===== src/rtl/muldiv_pkg.sv =====
// muldiv_pkg: shared state encoding, func_3 opcode names and helpers for the RV32M/RV64M unit
package muldiv_pkg;

    typedef enum logic [2:0] {S_IDLE, S_PREP, S_CALC, S_FIX, S_DONE} t_muldiv_state;

    localparam logic [2:0] F3_MUL    = 3'b000;
    localparam logic [2:0] F3_MULH   = 3'b001;
    localparam logic [2:0] F3_MULHSU = 3'b010;
    localparam logic [2:0] F3_MULHU  = 3'b011;
    localparam logic [2:0] F3_DIV    = 3'b100;
    localparam logic [2:0] F3_DIVU   = 3'b101;
    localparam logic [2:0] F3_REM    = 3'b110;
    localparam logic [2:0] F3_REMU   = 3'b111;

    function automatic logic [63:0] sext32(input logic [31:0] v);
        return {{32{v[31]}}, v};
    endfunction

endpackage


===== src/rtl/muldiv_operand_prep.sv =====
// muldiv_operand_prep: W truncation/extension, magnitudes, sign flags and divide special-case detect
module muldiv_operand_prep
    import muldiv_pkg::*;
#(
    parameter int XLEN = 64
) (
    input  logic [2:0]      func_3,
    input  logic            word,
    input  logic [XLEN-1:0] src_1,
    input  logic [XLEN-1:0] src_2,
    output logic [XLEN-1:0] ext_1,
    output logic [XLEN-1:0] mag_1,
    output logic [XLEN-1:0] mag_2,
    output logic            sign_1,
    output logic            sign_2,
    output logic            div_zero,
    output logic            overflow
);

    logic            signed_1;
    logic            signed_2;
    logic [XLEN-1:0] ext_2;
    logic [XLEN-1:0] min_val;
    logic [63:0]     s1;
    logic [63:0]     s2;

    always_comb begin
        signed_1 = func_3 != F3_MULHU && func_3 != F3_DIVU && func_3 != F3_REMU;
        signed_2 = signed_1 && func_3 != F3_MULHSU;
        s1       = sext32(src_1[31:0]);
        s2       = sext32(src_2[31:0]);
        ext_1    = !word ? src_1 : signed_1 ? s1[XLEN-1:0] : XLEN'(src_1[31:0]);
        ext_2    = !word ? src_2 : signed_2 ? s2[XLEN-1:0] : XLEN'(src_2[31:0]);
        sign_1   = signed_1 && ext_1[XLEN-1];
        sign_2   = signed_2 && ext_2[XLEN-1];
        mag_1    = sign_1 ? -ext_1 : ext_1;
        mag_2    = sign_2 ? -ext_2 : ext_2;
        // most negative value of the operation width, already extended to XLEN
        min_val  = word ? {{(XLEN-31){1'b1}}, 31'b0} : {1'b1, {(XLEN-1){1'b0}}};
        div_zero = func_3[2] && ext_2 == '0;
        overflow = func_3[2] && signed_1 && !div_zero && ext_1 == min_val && ext_2 == '1;
    end

endmodule


===== src/rtl/muldiv_unit.sv =====
// muldiv_unit: iterative radix-2 multiply/divide unit with start/ready handshake and done pulse
module muldiv_unit
    import muldiv_pkg::*;
#(
    parameter int XLEN = 64
) (
    input  logic            i_clk,
    input  logic            i_rst,
    input  logic            i_start,
    output logic            o_ready,
    input  logic [2:0]      i_func_3,
    input  logic            i_word,
    input  logic [XLEN-1:0] i_src_1,
    input  logic [XLEN-1:0] i_src_2,
    input  logic            i_flush,
    output logic            o_done,
    output logic [XLEN-1:0] o_result,
    output logic            o_illegal_instr
);

    localparam int CW = $clog2(XLEN + 1);

    t_muldiv_state     state, state_nxt;
    logic [2:0]        func_q;
    logic              word_q;
    logic [XLEN-1:0]   a_q, b_q;
    logic [XLEN-1:0]   ext_1, mag_1, mag_2;
    logic              sign_1, sign_2, div_zero, overflow;
    logic [2*XLEN-1:0] acc;
    logic [XLEN-1:0]   sh, dvs;
    logic [CW-1:0]     cnt;
    logic              illegal, is_div, special, ge;
    logic [XLEN:0]     rem_try;
    logic [XLEN-1:0]   rem_nxt;
    logic [2*XLEN-1:0] prod;
    logic [XLEN-1:0]   q_s, r_s, fix_raw, spec_raw, res_fix, res_spec;
    logic [63:0]       t_fix, t_spec;

    muldiv_operand_prep #(.XLEN(XLEN)) u_prep (
        .func_3   (func_q),
        .word     (word_q),
        .src_1    (a_q),
        .src_2    (b_q),
        .ext_1    (ext_1),
        .mag_1    (mag_1),
        .mag_2    (mag_2),
        .sign_1   (sign_1),
        .sign_2   (sign_2),
        .div_zero (div_zero),
        .overflow (overflow)
    );

    assign o_ready = state == S_IDLE;
    assign o_done  = state == S_DONE;

    always_comb begin
        illegal  = i_word && (XLEN == 32 || (i_func_3 != F3_MUL && !i_func_3[2]));
        is_div   = func_q[2];
        special  = is_div && (div_zero || overflow);
        // divide: remainder in acc high half, quotient shifts into acc low half
        rem_try  = {acc[2*XLEN-1:XLEN], sh[XLEN-1]};
        ge       = rem_try >= {1'b0, dvs};
        rem_nxt  = ge ? XLEN'(rem_try - {1'b0, dvs}) : rem_try[XLEN-1:0];
        prod     = (sign_1 ^ sign_2) ? -acc : acc;
        q_s      = (sign_1 ^ sign_2) ? -acc[XLEN-1:0] : acc[XLEN-1:0];
        r_s      = sign_1 ? -acc[2*XLEN-1:XLEN] : acc[2*XLEN-1:XLEN];
        fix_raw  = is_div ? (func_q[1] ? r_s : q_s)
                          : (func_q == F3_MUL ? prod[XLEN-1:0] : prod[2*XLEN-1:XLEN]);
        spec_raw = div_zero ? (func_q[1] ? ext_1 : '1) : (func_q[1] ? '0 : ext_1);
        t_fix    = sext32(fix_raw[31:0]);
        t_spec   = sext32(spec_raw[31:0]);
        res_fix  = word_q ? t_fix[XLEN-1:0] : fix_raw;
        res_spec = word_q ? t_spec[XLEN-1:0] : spec_raw;
    end

    always_comb begin
        state_nxt = state;
        if (i_flush)
            state_nxt = S_IDLE;
        else
            case (state)
                S_IDLE:  state_nxt = i_start ? (illegal ? S_DONE : S_PREP) : S_IDLE;
                S_PREP:  state_nxt = special ? S_DONE : S_CALC;
                S_CALC:  state_nxt = cnt == CW'(1) ? S_FIX : S_CALC;
                S_FIX:   state_nxt = S_DONE;
                default: state_nxt = S_IDLE;
            endcase
    end

    always_ff @(posedge i_clk) begin
        if (i_rst)
            state <= S_IDLE;
        else
            state <= state_nxt;
    end

    always_ff @(posedge i_clk) begin
        if (i_rst) begin
            func_q          <= '0;
            word_q          <= 1'b0;
            a_q             <= '0;
            b_q             <= '0;
            acc             <= '0;
            sh              <= '0;
            dvs             <= '0;
            cnt             <= '0;
            o_result        <= '0;
            o_illegal_instr <= 1'b0;
        end else begin
            case (state)
                S_IDLE: if (i_start && !i_flush) begin
                    func_q          <= i_func_3;
                    word_q          <= i_word;
                    a_q             <= i_src_1;
                    b_q             <= i_src_2;
                    o_illegal_instr <= illegal;
                    if (illegal)
                        o_result <= '0;
                end
                S_PREP: begin
                    // operands are consumed MSB-first; W operands are left-aligned
                    acc <= '0;
                    dvs <= is_div ? mag_2 : mag_1;
                    sh  <= word_q ? (is_div ? mag_1 : mag_2) << (XLEN - 32) : (is_div ? mag_1 : mag_2);
                    cnt <= word_q ? CW'(32) : CW'(XLEN);
                    if (special && !i_flush) begin
                        o_result        <= res_spec;
                        o_illegal_instr <= 1'b0;
                    end
                end
                S_CALC: begin
                    acc <= is_div ? {rem_nxt, acc[XLEN-2:0], ge}
                                  : {acc[2*XLEN-2:0], 1'b0} + (sh[XLEN-1] ? {{XLEN{1'b0}}, dvs} : '0);
                    sh  <= sh << 1;
                    cnt <= cnt - CW'(1);
                end
                S_FIX: if (!i_flush) begin
                    o_result        <= res_fix;
                    o_illegal_instr <= 1'b0;
                end
                default: ;
            endcase
        end
    end

endmodule


===== config.mk =====
export PLATFORM = sky130hd
export DESIGN_NAME = muldiv_unit
export DESIGN_NICKNAME = d
export VERILOG_FILES = /design/src/rtl/muldiv_pkg.sv /design/src/rtl/muldiv_operand_prep.sv /design/src/rtl/muldiv_unit.sv
export SDC_FILE = /design/constraint.sdc
export NUM_CORES = 2
export LEC_CHECK = 0
export CORE_ASPECT_RATIO = 1.1
export CORE_UTILIZATION = 50
export DETAILED_ROUTE_END_ITERATION = 10
export PLACE_DENSITY = 0.68
export REMOVE_ABC_BUFFERS = 1
export SYNTH_ARGS = -nofsm -noshare
export SYNTH_HDL_FRONTEND = slang
export SYNTH_SLANG_ARGS = --single-unit

===== constraint.sdc =====
create_clock -name i_clk -period 5.9 [get_ports i_clk]
set_clock_uncertainty 0.05 [all_clocks]
set_input_delay 1.77 -clock i_clk [delete_from_list [all_inputs] [get_ports i_clk]]
set_output_delay 1.77 -clock i_clk [all_outputs]
set_load 0.02 [all_outputs]

[Word level (Yosys, flattened, before mapping)]
Cells that the tools add are included.
Cells by class
  equal/unequal tests: 15
  magnitude comparators: 1
  reduce and logical (&&, ||, !) cells: 29
  multiplexer cells: 42
  add/subtract/negate cells: 8
  bitwise logic cells: 1
Operators with widths (count)
  $mux 64: 25
  $mux 128: 2
  $neg 64->64: 4
  $pmux 128 s2: 1
  $pmux 64 s3: 1
  $add 128x64->128: 1
  $neg 128->128: 1
  $pmux 64 s2: 1
  $ge 65x64->1: 1
  $eq 64x64->1: 1
  $eq 64x64->1 const B: 1
  $logic_not 64->1: 1
  $sub 64x64->64: 1
  $mux 63: 1
  $logic_and 1x1->1: 15
  $pmux 7 s2: 1
  $pmux 3 s4: 1
  $mux 3: 3
  $eq 7x1->1 const B: 1
  $mux 7: 1
  $sub 7x1->7 const B: 1
  $eq 3x2->1 const B: 2
  $logic_not 3->1: 2
  $ne 3x2->1 const B: 2
  16 further kinds: 25
Storage, ports and cells
  bits in registers: 463
  input port bits: 136
  word-level logic and storage cells: 107
  output and inout bits: 67

[Longest topological paths before layout]
  depth in word-level cells: 17
  mapped depth: 18

[Modules after synthesis]
From an unflattened synthesis, not the netlist that was laid out.
Unflattened totals
  cells, all modules: 5689
  area total of the unflattened synthesis: 39983.3 µm²
Modules (own cells, without submodules)
  muldiv_unit: cells an instance 4939, instances 1, area each 35432.7 µm²
  muldiv_operand_prep: cells an instance 750, instances 1, area each 4550.6 µm²

[Worst setup path after synthesis]
Ideal clock, no wire load.
  kind: flip-flop to flip-flop
  start: register sh[63]
  end: register acc[99]
  stages on the path, launching flop included: 17
  path buffers: 3
  clock period less this slack: 4180 ps
  library setup time: 122 ps
  arrival time: 4008 ps
  setup slack: 1720 ps
  path through: dfxtp_1 inv_1 clkbuf_1 buf_1 nor2_1 ha_1 clkbuf_2 and2_2 nand3_1 or4_4 a2111oi_2 o211ai_1 a311oi_2 o211ai_2 or3_1 xnor2_1 a221o_1
On the way
  longest elaborated chain between the ends: 4
  elaborated cells between the ends (all ways): 7
  classes of those cells: add/sub: 2; order compare: 1; mux: 4
Ends and longest elaborated chain
  start, declared: RTL line muldiv_unit.sv:30  | logic [XLEN-1:0] sh, dvs;
  start signal, assigned: RTL line muldiv_unit.sv:124  | sh <= word_q ? (is_div ? mag_1 : mag_2) << (XLEN - 32) : (is_div ? mag_1 : mag_2);
  start signal, assigned: RTL line muldiv_unit.sv:134  | sh <= sh << 1;
  $mux 64 (tied with other cells): RTL line muldiv_unit.sv:133  | : {acc[2*XLEN-2:0], 1'b0} + (sh[XLEN-1] ? {{XLEN{1'b0}}, dvs} : '0);
  $add 128x64->128 / $mux 64 (equally long branches): RTL line muldiv_unit.sv:133, muldiv_unit.sv:63
  $mux 128 (*): RTL line muldiv_unit.sv:132  | acc <= is_div ? {rem_nxt, acc[XLEN-2:0], ge}
  $pmux 128 s2 (*): RTL line muldiv_unit.sv:110  | case (state)
  end signal, assigned: RTL line muldiv_unit.sv:132
  end, declared: RTL line muldiv_unit.sv:29  | logic [2*XLEN-1:0] acc;
Mark *: on every way between the ends. The rest lies on a longest branch, timed or not.
A chain may end at the register's enable or synchronous reset.

[Final worst setup path]
  start: register sh[63]
  end: register acc[115]
Same word-level chain as after synthesis.

==> flow_metrics.py <==
metrics = {
    "route": {
        "drc": 0,
        "ant_nets": 0,
        "drt_iter0_drc": 5580,
        "vias": 44700,
        "wl_um": 184000,
        "drt-wirelength-per-cell_um": 27.7,
        "viasPerCell": 6.71,
        "drtPass1Iterations": 9,
    },
    "placement": {
        "portBuffers": 202,
        "gp_congestion": 1.01,
        "placed_cell_area_sq_um": 41800,
        "place_hpwl_um": 139000,
        "post-place-ws_ns": 0.830,
    },
    "synthesis": {
        "yosys.area.top_type": "dfxtp_1",
        "synth_seq_area_share_pct": 23.8,
        "synth.most_common_cell": "nand2_1",
        "synthTopCellsByArea": "dfxtp_1 24%, a21oi_1 8.4%, nand2_1 7.6%, nor2_1 6.3%, xnor2_1 5.0%",
        "synth_ff_type": "dfxtp_1",
        "synth_cell_types": 102,
        "synthesis.instances": 5640,
        "ys_ff_latch": 463,
        "synth.top_cell.area_share_pct": 23.8,
        "synth_common_cells": "789 x nand2_1, 655 x a21oi_1, 650 x nor2_1",
        "ys_async_sr_fraction_pct": 0,
        "synth_edf_count": 0,
        "yosysWarnings": 0,
        "avgSynthCellArea_sq_um": 6.91,
        "synth_area_sq_um": 39000,
    },
    "layout": {
        "drive_above_1_share_pct": 6.17,
        "synthToLayoutAreaGrowth_pct": 12.5,
        "fillers": 7627,
        "final_area_sq_um": 43900,
        "finalNetCount": 5855,
    },
    "global_route": {
        "grt_pass1_wl_um": 264000,
        "grt_pass1_vias": 41100,
        "grt_start_max_net_pins": 121,
        "groute.usage.overall_pct": 44.9,
        "overflow": 0,
        "antenna_found_initial": 1,
    },
    "critical_path": {
        "crit_path_frequent_cell": "nor2_1",
        "path_max_fanout": 36,
        "end_kind": "flop",
        "cp_slowest_stage_delay_ns": 1.00,
        "cp_slowest_cell": "nor4_1",
        "critPathArrivalTime_ns": 5.79,
        "startpoint_type": "flop",
        "path_class": "reg2reg",
        "path_cells": "inv_2 > nor2_1 > ha_1 > and2_2 > nand3_1 > or4_4 > a2111oi_2 > o211ai_1 > a311oi_2 > o211ai_2 > nor4_1 > xor2_1 > nor2_1 > o21ai_0",
        "required_ns": 6.40,
    },
    "power_and_ir_drop": {
        "power_density_nw_per_um2": 217,
        "power.total_w": 0.00954,
        "comb_power_share_pct": 24.3,
        "pwr-share-clk_pct": 40.6,
        "p_seq_share_pct": 35.1,
        "p_leak_nw": 16.5,
        "p_sw_w": 0.00325,
        "peakVddDrop_mv": 0.250,
        "p_sw_share_pct": 34.1,
        "intPower_w": 0.00629,
    },
    "floorplanning": {
        "core.rowCount": 107,
        "die_area_sq_um": 79100,
        "die_h_um": 295,
        "io_pins": 203,
        "fp.dieW_um": 268,
        "coreArea_sq_um": 77200,
        "initial_core_util_pct": 50.5,
    },
    "clock_network": {
        "cts_tree": "done",
        "cts_buffers": 54,
        "numClockSinks": 463,
        "htreeDepth": 2,
        "clock_path_buffers": 3,
        "clock_latency_ns": 0.67,
        "clk_pin_slew_ns": 0.07,
        "ctsHoldBuffers": 0,
        "cts_root_buffer": "clkbuf_16",
        "post_cts_buffers": 0,
        "post_cts_resized": 0,
    },
    "timing": {
        "fmax_mhz": 189,
        "rsz0062_at_grt": "no",
        "finalMaxSlewViolations": 0,
        "worst_slack_ns": 0.615,
        "finalSetupViolations": 0,
        "final_hold_viol_count": 0,
        "period_share_pct": 89.6,
        "worstMarginPinSlew_ns": 1.12,
        "setup_tns_ns": 0,
        "maxSlewHeadroom_pct": 24.9,
        "finalCriticalPeriod_ns": 5.29,
    },
    "status": {
        "outcome": "complete, no violations",
    },
    "job": {
        "maxCapViolCount": 0,
    },
    "worst_hold_path": {
        "hold_class": "reg2reg",
    },
}
-- power groups by stage --
| stage | combinational (W) | clock [W] | sequential (W) |
|---|---|---|---|
| floorplan | 0.00131 | 0 | 0.00341 |
| global placement | 0.00221 | 0 | 0.00341 |
| detailed placement | 0.00222 | 0 | 0.00341 |
| CTS | 0.00223 | 0.00388 | 0.00334 |
| global route | 0.00243 | 0.00399 | 0.00335 |
| finish | 0.00232 | 0.00388 | 0.00335 |
-- worst max-delay path, delay by kind of cell, from the launching register on --
kind,cells,cell delay [ns]
AND/OR/NAND/NOR,6,2.02
adder cells (fa/ha/maj),1,0.45
flip-flops,1,0.34
AO/OA/AOI/OAI,5,1.58
buffers and inverters,1,0.51
XOR/XNOR,1,0.19
-- logic make-up (layout without fill, tap and decap cells) --
group           count (synthesis)  in the layout  share of synthesized area (%)
other cells                     0              2                              0
compound gates               1808           1808                           29.2
xor+xnor                      425            425                           9.55
fa+ha+maj                     161            161                           5.06
mux                            66             66                           1.71
buf+inv                       600            586                           5.93
simple gates                 2117           2117                           24.7
flops                         463            463                           23.8
-- metal layers --
layer / global-route usage, % / up-vias / share of wire, %
met5: 0 / - / 0
met4: 32.2 / 0 / 8.3
met3: 9.29 / 691 / 10
met2: 69.9 / 2627 / 44
met1: 54.9 / 21100 / 38
li1: - / 20300 / -
-- cell usage in the layout, fill, tap and decap left out, drive strengths merged, types with 132 or more instances in the layout --
cell type      count
inv              132
ha               136
xnor2            222
o21ai            384
nor3             144
nand2            790
a21oi            657
nor2             652
xor2             203
dfxtp            463
clkdlybuf4s50    201
buf              152
-- through the flow --
step | hold WS (ns) | cells | utilization (%)
global placement | 0.385 | 6560 | 54.2
finish | 0.403 | 6663 | 56.8
global route | 0.416 | 6661 | 56.8
CTS | 0.403 | 6661 | 56.8
floorplan | 0.376 | 5172 | -
detailed placement | 0.389 | 6560 | 54.2
-- flip-flops by register name, indices dropped and copies added (netlist names) --
| signal | flops |
|---|---|
| dvs | 64 |
| state | 3 |
| acc | 128 |
| cnt | 7 |
| word_q | 1 |
| b_q | 64 |
| sh | 64 |
| func_q | 3 |
| a_q | 64 |
| o_result | 64 |
| o_illegal_instr | 1 |
-- area by class of cell --
type,instances,area [sq um],share of cell area (%)
Multi-Input combinational cell,4577,27500,62.7
Clock buffer,66,1480,3.37
Clock inverter,35,541,1.23
Tap cell,1035,1290,2.95
Sequential cell,463,9280,21.1
Antenna cell,2,5.00,0.0114
Timing Repair Buffer,353,3260,7.43
Inverter,132,498,1.14
-- worst paths after layout --
path / startpoint / slack (ns) / cells past startpoint / endpoint
min: dvs[43] / 0.40 / 2 / dvs[43]
max: sh[63] / 0.61 / 14 / acc[115]
max reg2reg: sh[63] / 0.61 / 14 / acc[115]
min reg2reg: dvs[43] / 0.40 / 2 / dvs[43]
No activity file was read; power rests on OpenSTA's default activity.
